File: config.mk
export PLATFORM = sky130hd
export DESIGN_NAME = sim_run_controller
export DESIGN_NICKNAME = d
export VERILOG_FILES = /design/src/rtl/sim_run_pkg.sv /design/src/rtl/uart_rx_monitor.sv /design/src/rtl/sim_run_controller.sv
export SDC_FILE = /design/constraint.sdc
export NUM_CORES = 1
export LEC_CHECK = 0
export CORE_AREA = 2 2 122 124
export DETAILED_ROUTE_END_ITERATION = 7
export DIE_AREA = 0 0 124 126
export GPL_ROUTABILITY_DRIVEN = 0
export PLACE_DENSITY = 0.64
export REMOVE_ABC_BUFFERS = 1
export SLEW_MARGIN = 20
export SYNTH_ARGS = -nofsm -noshare
export SYNTH_HDL_FRONTEND = slang
export SYNTH_SLANG_ARGS = --single-unit
File: constraint.sdc
create_clock -name i_clk_50mhz -period 4.13 [get_ports i_clk_50mhz]
set_clock_uncertainty 0.05 [all_clocks]
set_input_delay 0.826 -clock i_clk_50mhz [delete_from_list [all_inputs] [get_ports i_clk_50mhz]]
set_output_delay 0.826 -clock i_clk_50mhz [all_outputs]
set_load 0.01 [all_outputs]
File: src/rtl/sim_run_pkg.sv
// Shared types and helpers for the bring-up run controller.
// Latency: none (types, constants and a pure function only).
// Backpressure: not applicable.
package sim_run_pkg;

    typedef enum logic [2:0] {
        IDLE,
        PRE,
        RST,
        RUN,
        DONE
    } run_state_t;

    typedef enum logic [2:0] {
        RX_IDLE,
        RX_START,
        RX_DATA,
        RX_STOP,
        RX_WAIT_HIGH
    } rx_state_t;

    // Integer clocks per UART bit; callers must keep the result >= 4 so the
    // half-bit start re-check lands at least one cycle after the edge.
    function automatic int clks_per_bit(input int clk_hz, input int baud);
        return clk_hz / baud;
    endfunction

endpackage

File: src/rtl/uart_rx_monitor.sv
// 8N1 UART receiver watching the core's TX line, with glitch and framing checks.
// Latency: strobe one cycle after the stop-bit sample (2-flop sync ahead of the decoder).
// Backpressure: none; strobes are single-cycle and must be consumed when seen.
module uart_rx_monitor
    import sim_run_pkg::*;
#(
    parameter int CLKS_PER_BIT = 10
) (
    input  logic       clk,
    input  logic       rst_n,
    input  logic       en,
    input  logic       rx,
    output logic       rx_valid,
    output logic [7:0] rx_byte,
    output logic       frame_err
);

    localparam int CW = (CLKS_PER_BIT > 2) ? $clog2(CLKS_PER_BIT) : 1;
    localparam logic [CW-1:0] FULL_M1 = CW'(CLKS_PER_BIT - 1);
    localparam logic [CW-1:0] HALF_M1 = CW'(CLKS_PER_BIT / 2 - 1);

    rx_state_t     state, state_nx;
    logic [CW-1:0] cnt, cnt_nx;
    logic [2:0]    bit_idx, bit_idx_nx;
    logic [7:0]    shift, shift_nx;
    logic [7:0]    byte_nx;
    logic          valid_nx, ferr_nx;
    logic          sync_q1, sync_q2;

    // Two-flop synchroniser on the asynchronous line; idles high out of reset.
    always_ff @(posedge clk or negedge rst_n) begin
        if (!rst_n) begin
            sync_q1 <= 1'b1;
            sync_q2 <= 1'b1;
        end else begin
            sync_q1 <= rx;
            sync_q2 <= sync_q1;
        end
    end

    // Decoder state, baud counter, shift register and output strobes.
    always_ff @(posedge clk or negedge rst_n) begin
        if (!rst_n) begin
            state     <= RX_IDLE;
            cnt       <= '0;
            bit_idx   <= '0;
            shift     <= '0;
            rx_valid  <= 1'b0;
            rx_byte   <= '0;
            frame_err <= 1'b0;
        end else begin
            state     <= state_nx;
            cnt       <= cnt_nx;
            bit_idx   <= bit_idx_nx;
            shift     <= shift_nx;
            rx_valid  <= valid_nx;
            rx_byte   <= byte_nx;
            frame_err <= ferr_nx;
        end
    end

    // Next-state decode: start edge, mid-bit re-check, 8 data samples, stop check.
    always_comb begin
        state_nx   = state;
        cnt_nx     = cnt;
        bit_idx_nx = bit_idx;
        shift_nx   = shift;
        byte_nx    = rx_byte;
        valid_nx   = 1'b0;
        ferr_nx    = 1'b0;
        if (!en) begin
            // Disabled: drop anything in flight and wait for a fresh start edge.
            state_nx = RX_IDLE;
        end else begin
            case (state)
                RX_IDLE: begin
                    if (sync_q2 && !sync_q1) begin
                        state_nx = RX_START;
                        cnt_nx   = HALF_M1;
                    end
                end
                RX_START: begin
                    if (cnt == '0) begin
                        if (!sync_q2) begin
                            state_nx   = RX_DATA;
                            cnt_nx     = FULL_M1;
                            bit_idx_nx = 3'd0;
                        end else begin
                            // Line went back high before mid-bit: a glitch, not a frame.
                            state_nx = RX_IDLE;
                        end
                    end else begin
                        cnt_nx = cnt - 1'b1;
                    end
                end
                RX_DATA: begin
                    if (cnt == '0) begin
                        shift_nx   = {sync_q2, shift[7:1]};
                        cnt_nx     = FULL_M1;
                        bit_idx_nx = bit_idx + 3'd1;
                        if (bit_idx == 3'd7) begin
                            state_nx = RX_STOP;
                        end
                    end else begin
                        cnt_nx = cnt - 1'b1;
                    end
                end
                RX_STOP: begin
                    if (cnt == '0) begin
                        if (sync_q2) begin
                            valid_nx = 1'b1;
                            byte_nx  = shift;
                            state_nx = RX_IDLE;
                        end else begin
                            ferr_nx  = 1'b1;
                            state_nx = RX_WAIT_HIGH;
                        end
                    end else begin
                        cnt_nx = cnt - 1'b1;
                    end
                end
                RX_WAIT_HIGH: begin
                    // A low stop bit may be a break; resync only once the line idles.
                    if (sync_q2) begin
                        state_nx = RX_IDLE;
                    end
                end
                default: state_nx = RX_IDLE;
            endcase
        end
    end

endmodule

File: src/rtl/sim_run_controller.sv
// Run controller: sequences core reset, bounds the run, ends it on UART pass/fail bytes.
// Latency: run ends the cycle after a matching byte strobe or on the TIMEOUT_CYCLES-th RUN cycle.
// Backpressure: none; i_start is level-sampled and ignored outside IDLE/DONE.
module sim_run_controller
    import sim_run_pkg::*;
#(
    parameter int unsigned CLK_HZ           = 50_000_000,
    parameter int unsigned BAUD             = 115_200,
    parameter int unsigned PRE_RESET_CYCLES = 3,
    parameter int unsigned RESET_CYCLES     = 5,
    parameter int unsigned TIMEOUT_CYCLES   = 250,
    parameter logic [7:0]  PASS_BYTE        = 8'h50,
    parameter logic [7:0]  FAIL_BYTE        = 8'h46
) (
    input  logic        i_clk_50mhz,
    input  logic        i_reset_n,
    input  logic        i_start,
    input  logic        i_rx,
    output logic        o_dut_reset_n,
    output logic        o_running,
    output logic        o_done,
    output logic        o_pass,
    output logic        o_timeout,
    output logic        o_rx_valid,
    output logic [7:0]  o_rx_byte,
    output logic        o_frame_err,
    output logic [31:0] o_cycle_count
);

    localparam int          CPB      = clks_per_bit(int'(CLK_HZ), int'(BAUD));
    localparam logic [31:0] PRE_LOAD = 32'(PRE_RESET_CYCLES - 1);
    localparam logic [31:0] RST_LOAD = 32'(RESET_CYCLES - 1);
    localparam logic [31:0] TMO_L    = 32'(TIMEOUT_CYCLES);

    run_state_t  state, state_nx;
    logic [31:0] phase, phase_nx;
    logic [31:0] count, count_nx, count_inc;
    logic        done_q, done_nx;
    logic        pass_q, pass_nx;
    logic        tmo_q, tmo_nx;
    logic        launch;
    logic        rx_en;
    logic        rx_valid;
    logic [7:0]  rx_byte;
    logic        pass_hit, fail_hit, tmo_hit;

    assign rx_en = (state == RUN) || (state == DONE);

    uart_rx_monitor #(
        .CLKS_PER_BIT (CPB)
    ) u_rx (
        .clk       (i_clk_50mhz),
        .rst_n     (i_reset_n),
        .en        (rx_en),
        .rx        (i_rx),
        .rx_valid  (rx_valid),
        .rx_byte   (rx_byte),
        .frame_err (o_frame_err)
    );

    assign count_inc = (count == 32'hFFFF_FFFF) ? count : count + 32'd1;
    assign pass_hit  = rx_valid && (rx_byte == PASS_BYTE);
    assign fail_hit  = rx_valid && (rx_byte == FAIL_BYTE);
    assign tmo_hit   = (TIMEOUT_CYCLES != 0) && (count_inc == TMO_L);

    // Run FSM state, phase counter, cycle counter and result flags.
    always_ff @(posedge i_clk_50mhz or negedge i_reset_n) begin
        if (!i_reset_n) begin
            state  <= IDLE;
            phase  <= '0;
            count  <= '0;
            done_q <= 1'b0;
            pass_q <= 1'b0;
            tmo_q  <= 1'b0;
        end else begin
            state  <= state_nx;
            phase  <= phase_nx;
            count  <= count_nx;
            done_q <= done_nx;
            pass_q <= pass_nx;
            tmo_q  <= tmo_nx;
        end
    end

    // Next-state logic: reset sequencing, run bounding, and pass/fail/timeout resolution.
    always_comb begin
        state_nx = state;
        phase_nx = phase;
        count_nx = count;
        done_nx  = done_q;
        pass_nx  = pass_q;
        tmo_nx   = tmo_q;
        launch   = 1'b0;
        case (state)
            IDLE: launch = i_start;
            PRE: begin
                if (phase == '0) begin
                    if (RESET_CYCLES != 0) begin
                        state_nx = RST;
                        phase_nx = RST_LOAD;
                    end else begin
                        state_nx = RUN;
                        count_nx = '0;
                    end
                end else begin
                    phase_nx = phase - 32'd1;
                end
            end
            RST: begin
                if (phase == '0) begin
                    state_nx = RUN;
                    count_nx = '0;
                end else begin
                    phase_nx = phase - 32'd1;
                end
            end
            RUN: begin
                count_nx = count_inc;
                // A byte arriving on the timeout cycle wins over the timeout.
                if (pass_hit) begin
                    state_nx = DONE;
                    done_nx  = 1'b1;
                    pass_nx  = 1'b1;
                    tmo_nx   = 1'b0;
                end else if (fail_hit) begin
                    state_nx = DONE;
                    done_nx  = 1'b1;
                    pass_nx  = 1'b0;
                    tmo_nx   = 1'b0;
                end else if (tmo_hit) begin
                    state_nx = DONE;
                    done_nx  = 1'b1;
                    pass_nx  = 1'b0;
                    tmo_nx   = 1'b1;
                end
            end
            DONE: launch = i_start;
            default: state_nx = IDLE;
        endcase
        // Zero-length PRE/RST phases are skipped without spending a cycle in them.
        if (launch) begin
            done_nx = 1'b0;
            pass_nx = 1'b0;
            tmo_nx  = 1'b0;
            if (PRE_RESET_CYCLES != 0) begin
                state_nx = PRE;
                phase_nx = PRE_LOAD;
            end else if (RESET_CYCLES != 0) begin
                state_nx = RST;
                phase_nx = RST_LOAD;
            end else begin
                state_nx = RUN;
                count_nx = '0;
            end
        end
    end

    assign o_dut_reset_n = (state != RST);
    assign o_running     = (state == RUN);
    assign o_done        = done_q;
    assign o_pass        = pass_q;
    assign o_timeout     = tmo_q;
    assign o_rx_valid    = rx_valid;
    assign o_rx_byte     = rx_byte;
    assign o_cycle_count = count;

endmodule

==> flow_summary_export.csv <==
group,metric,value,unit
layout,synthToLayoutAreaGrowth,14.8,%
sta,finalSetupTns,0,ns
die,die_area,0.0156,sq mm
synthesis,synth_area,0.00630,sq mm
synthesis,synthArstFlopShare,1.00,
critical_path,cp-end-kind,"register",
sta,clock.fmax,292,MHz
layout,drive_gt1_frac,0.0841,
routing,dr.pass1.iters,6,
sta,min_period_over_period,0.830,
worst_hold_path,hold_path.class,"register to register",
clocking,clk_latency,0.35,ns
critical_path,crit_family,"simple AND/OR/NAND/NOR gates",
pwr,swShare,0.337,
placement,hpwl,11600,um
synthesis,synth_area_leader_cell,"dfrtp_1",
critical_path,crit_path_top_delay_cell,"or4_4",
routing,drt-total-wl,16900,um
routing,ant_nets,0,
critical_path,worstPathArrival,3.66,ns
clocking,cts_buffers,9,
synthesis,synth_area_per_cell,8.62,sq um
routing,detail_route.iter0.violations,540,
critical_path,path_cells,"ha_1 -> nand4_1 -> or4_1 -> a31o_2 -> a2111o_1 -> a2111o_1 -> or4_4 -> a31oi_1",
pwr,clkPwrFrac,0.296,
synthesis,synth_edf_count,0,
synthesis,synth.area.top_cells,"dfrtp_1, nor2_1, nand2_1",
layout,final_cells,945,
sta,min_period,3.43,ns
pwr,p_comb_frac,0.257,
die,dieHeight,126,um
synthesis,ys_warn_count,0,
pwr,internal_power,2080,uW
placement,dp.cells,929,
layout,finalNetCount,766,
pwr,p_total,3130,uW
routing,routed_via_density,6.26,
critical_path,cp_common_cell,"a2111o_1",
placement,port_buffers,50,
run_status,status,"finished, final reports clean",
critical_path,cp.required,4.36,ns
routing,drc,0,
layout,antennaDiodeCount,0,
die,io_pins,51,
die,die_w,124,um
run,maxCapViolCount,0,
routing,num_vias,5912,
synthesis,postSynthCellCount,731,
sta,worst_pin_slew,0.868,ns
global_route,antenna_found_initial,0,
die,initial_core_util,0.440,
layout,layout_commonest_cell,"dfrtp_1",
sta,worst_slack,0.700,ns
synthesis,yosysUniqueCellTypes,68,
clocking,cts_tree,"yes",
layout,multiInputGateArea,0.00343,sq mm
synthesis,synth-seq-cells,105,
die,rows,44,
pwr,p_switching,1060,uW
clocking,cts_resized,0,
die,core_area,0.0143,sq mm
critical_path,critical_path_class,"register to register",
synthesis,yosysTopAreaCellShare,0.409,
critical_path,crit_path_max_fanout,10,
critical_path,startpoint_type,"register",
clocking,cts.sinks,105,
layout,regArea,0.00263,sq mm
global_route,grt_start_max_net_pins,67,
global_route,grt_overflow,0,
critical_path,slowest_delay,0.56,ns
clocking,htree_levels,3,
sta,setup_viol,0,
synthesis,synth_ff_type,"dfrtp_1",
sta,relSlewSlack,0.416,
clocking,cts_setup_buffers,0,
sta,final_hold_viol_count,0,
sta,rsz0062_at_grt,"false",
global_route,grt_first_pass_wirelength,27800,um
pwr,p_leak,0.00286,uW
sta,drv_slew,0,
layout,mostFrequentLayoutCells,"dfrtp_1, nor2_1, nand2_1, o21ai_0, clkdlybuf4s50_1",
critical_path,crit_buf_inv,0,
pwr,cellPowerDensity,433,mW/mm^2
clocking,cts-hold-fix-buffers,0,
clocking,cts_root_buf,"clkbuf_16",
global_route,grt_pass1_vias,5493,
placement,pre_cts_slack,0.764,ns
clocking,path_clk_slew,0.07,ns
synthesis,seq_area_frac_synth,0.417,
pwr,max-vdd-ir-drop,0.000203,V
pwr,pwr-share-seq,0.447,
global_route,track_usage,0.223,
clocking,clockBufferDepth,2,
routing,wl_per_cell,17.9,um
layout,nFillCells,1343,
sta,hold-worst-slack,0.329,ns
[area by class of cell]
type,instances,share of cell area
Multi-Input combinational cell,566,0.474
Timing Repair Buffer,59,0.0782
Sequential cell,105,0.363
Tap cell,184,0.0318
Clock inverter,7,0.0131
Clock buffer,9,0.0311
Inverter,15,0.00778
[power by group through the flow]
stage	logic (uW)	clock network [uW]	registers, uW
after floorplan	572	0	1370
after detailed placement	793	0	1410
after global placement	775	0	1400
after CTS	799	952	1400
after global routing	896	996	1430
final	805	926	1400
[cell usage after synthesis, drive strengths merged (11+ instances only)]
master / instances
a211oi: 18
a21oi: 39
a31oi: 19
buf: 12
clkbuf: 33
dfrtp: 103
inv: 15
mux2: 11
nand2: 76
nand3: 24
nand4: 21
nor2: 88
nor3: 14
nor4: 18
o21ai: 55
o31ai: 12
xnor2: 30
[cell families (layout without fill, tap and decap cells)]
logic type | after synthesis | count (layout) | synth area share
muxes | 13 | 13 | 0.0228
buffers and inverters | 60 | 90 | 0.0383
xor gates and xnor gates | 30 | 30 | 0.0417
AOI/OAI and AO/OA | 202 | 202 | 0.211
and+or+nand+nor | 315 | 315 | 0.257
DFF | 105 | 105 | 0.417
adders and majority gates | 6 | 6 | 0.0119
[sequential cells by signal, summed over array words and instances, names as in the netlist, 3 cells and up]
name           flops
o_cycle_count     32
phase             32
u_rx.cnt           9
u_rx.rx_byte       8
u_rx.shift         8
state              3
u_rx.bit_idx       3
u_rx.state         3
[stage by stage]
| step | instance area (sq um) | utilization |
|---|---|---|
| 4_1_cts | 7240 | 0.506 |
| 5_1_grt | 7240 | 0.506 |
| 3_5_place_dp | 6920 | 0.483 |
| 2_1_floorplan | 6120 | - |
| 3_3_place_gp | 6920 | 0.483 |
| 6_report | 7240 | 0.506 |
[layer usage]
layer  share of wire  vias up  routed length [um]  global-route usage
met3           0.064       41                1080              0.0371
met4           0.025        0                 429              0.0859
li1                -     2755                   -                   -
met5               0        -                   0                   0
met2            0.47      242                7940               0.354
met1            0.44     2874                7450               0.304
[path summary, 6_finish.rpt]
check | start | to | slack [ns] | cells after the start
worst max-delay path | o_cycle_count[0] | o_done | 0.70 | 8
worst min-delay path | u_rx.sync_q1 | u_rx.sync_q2 | 0.33 | 0
worst max register to register | o_cycle_count[0] | o_done | 0.70 | 8
worst min register to register | u_rx.sync_q1 | u_rx.sync_q2 | 0.33 | 0
max in group asynchronous | i_reset_n | o_cycle_count[6] | 2.66 | 2
min in group asynchronous | i_reset_n | phase[29] | 0.53 | 1
No activity file was read; power rests on OpenSTA's default activity.
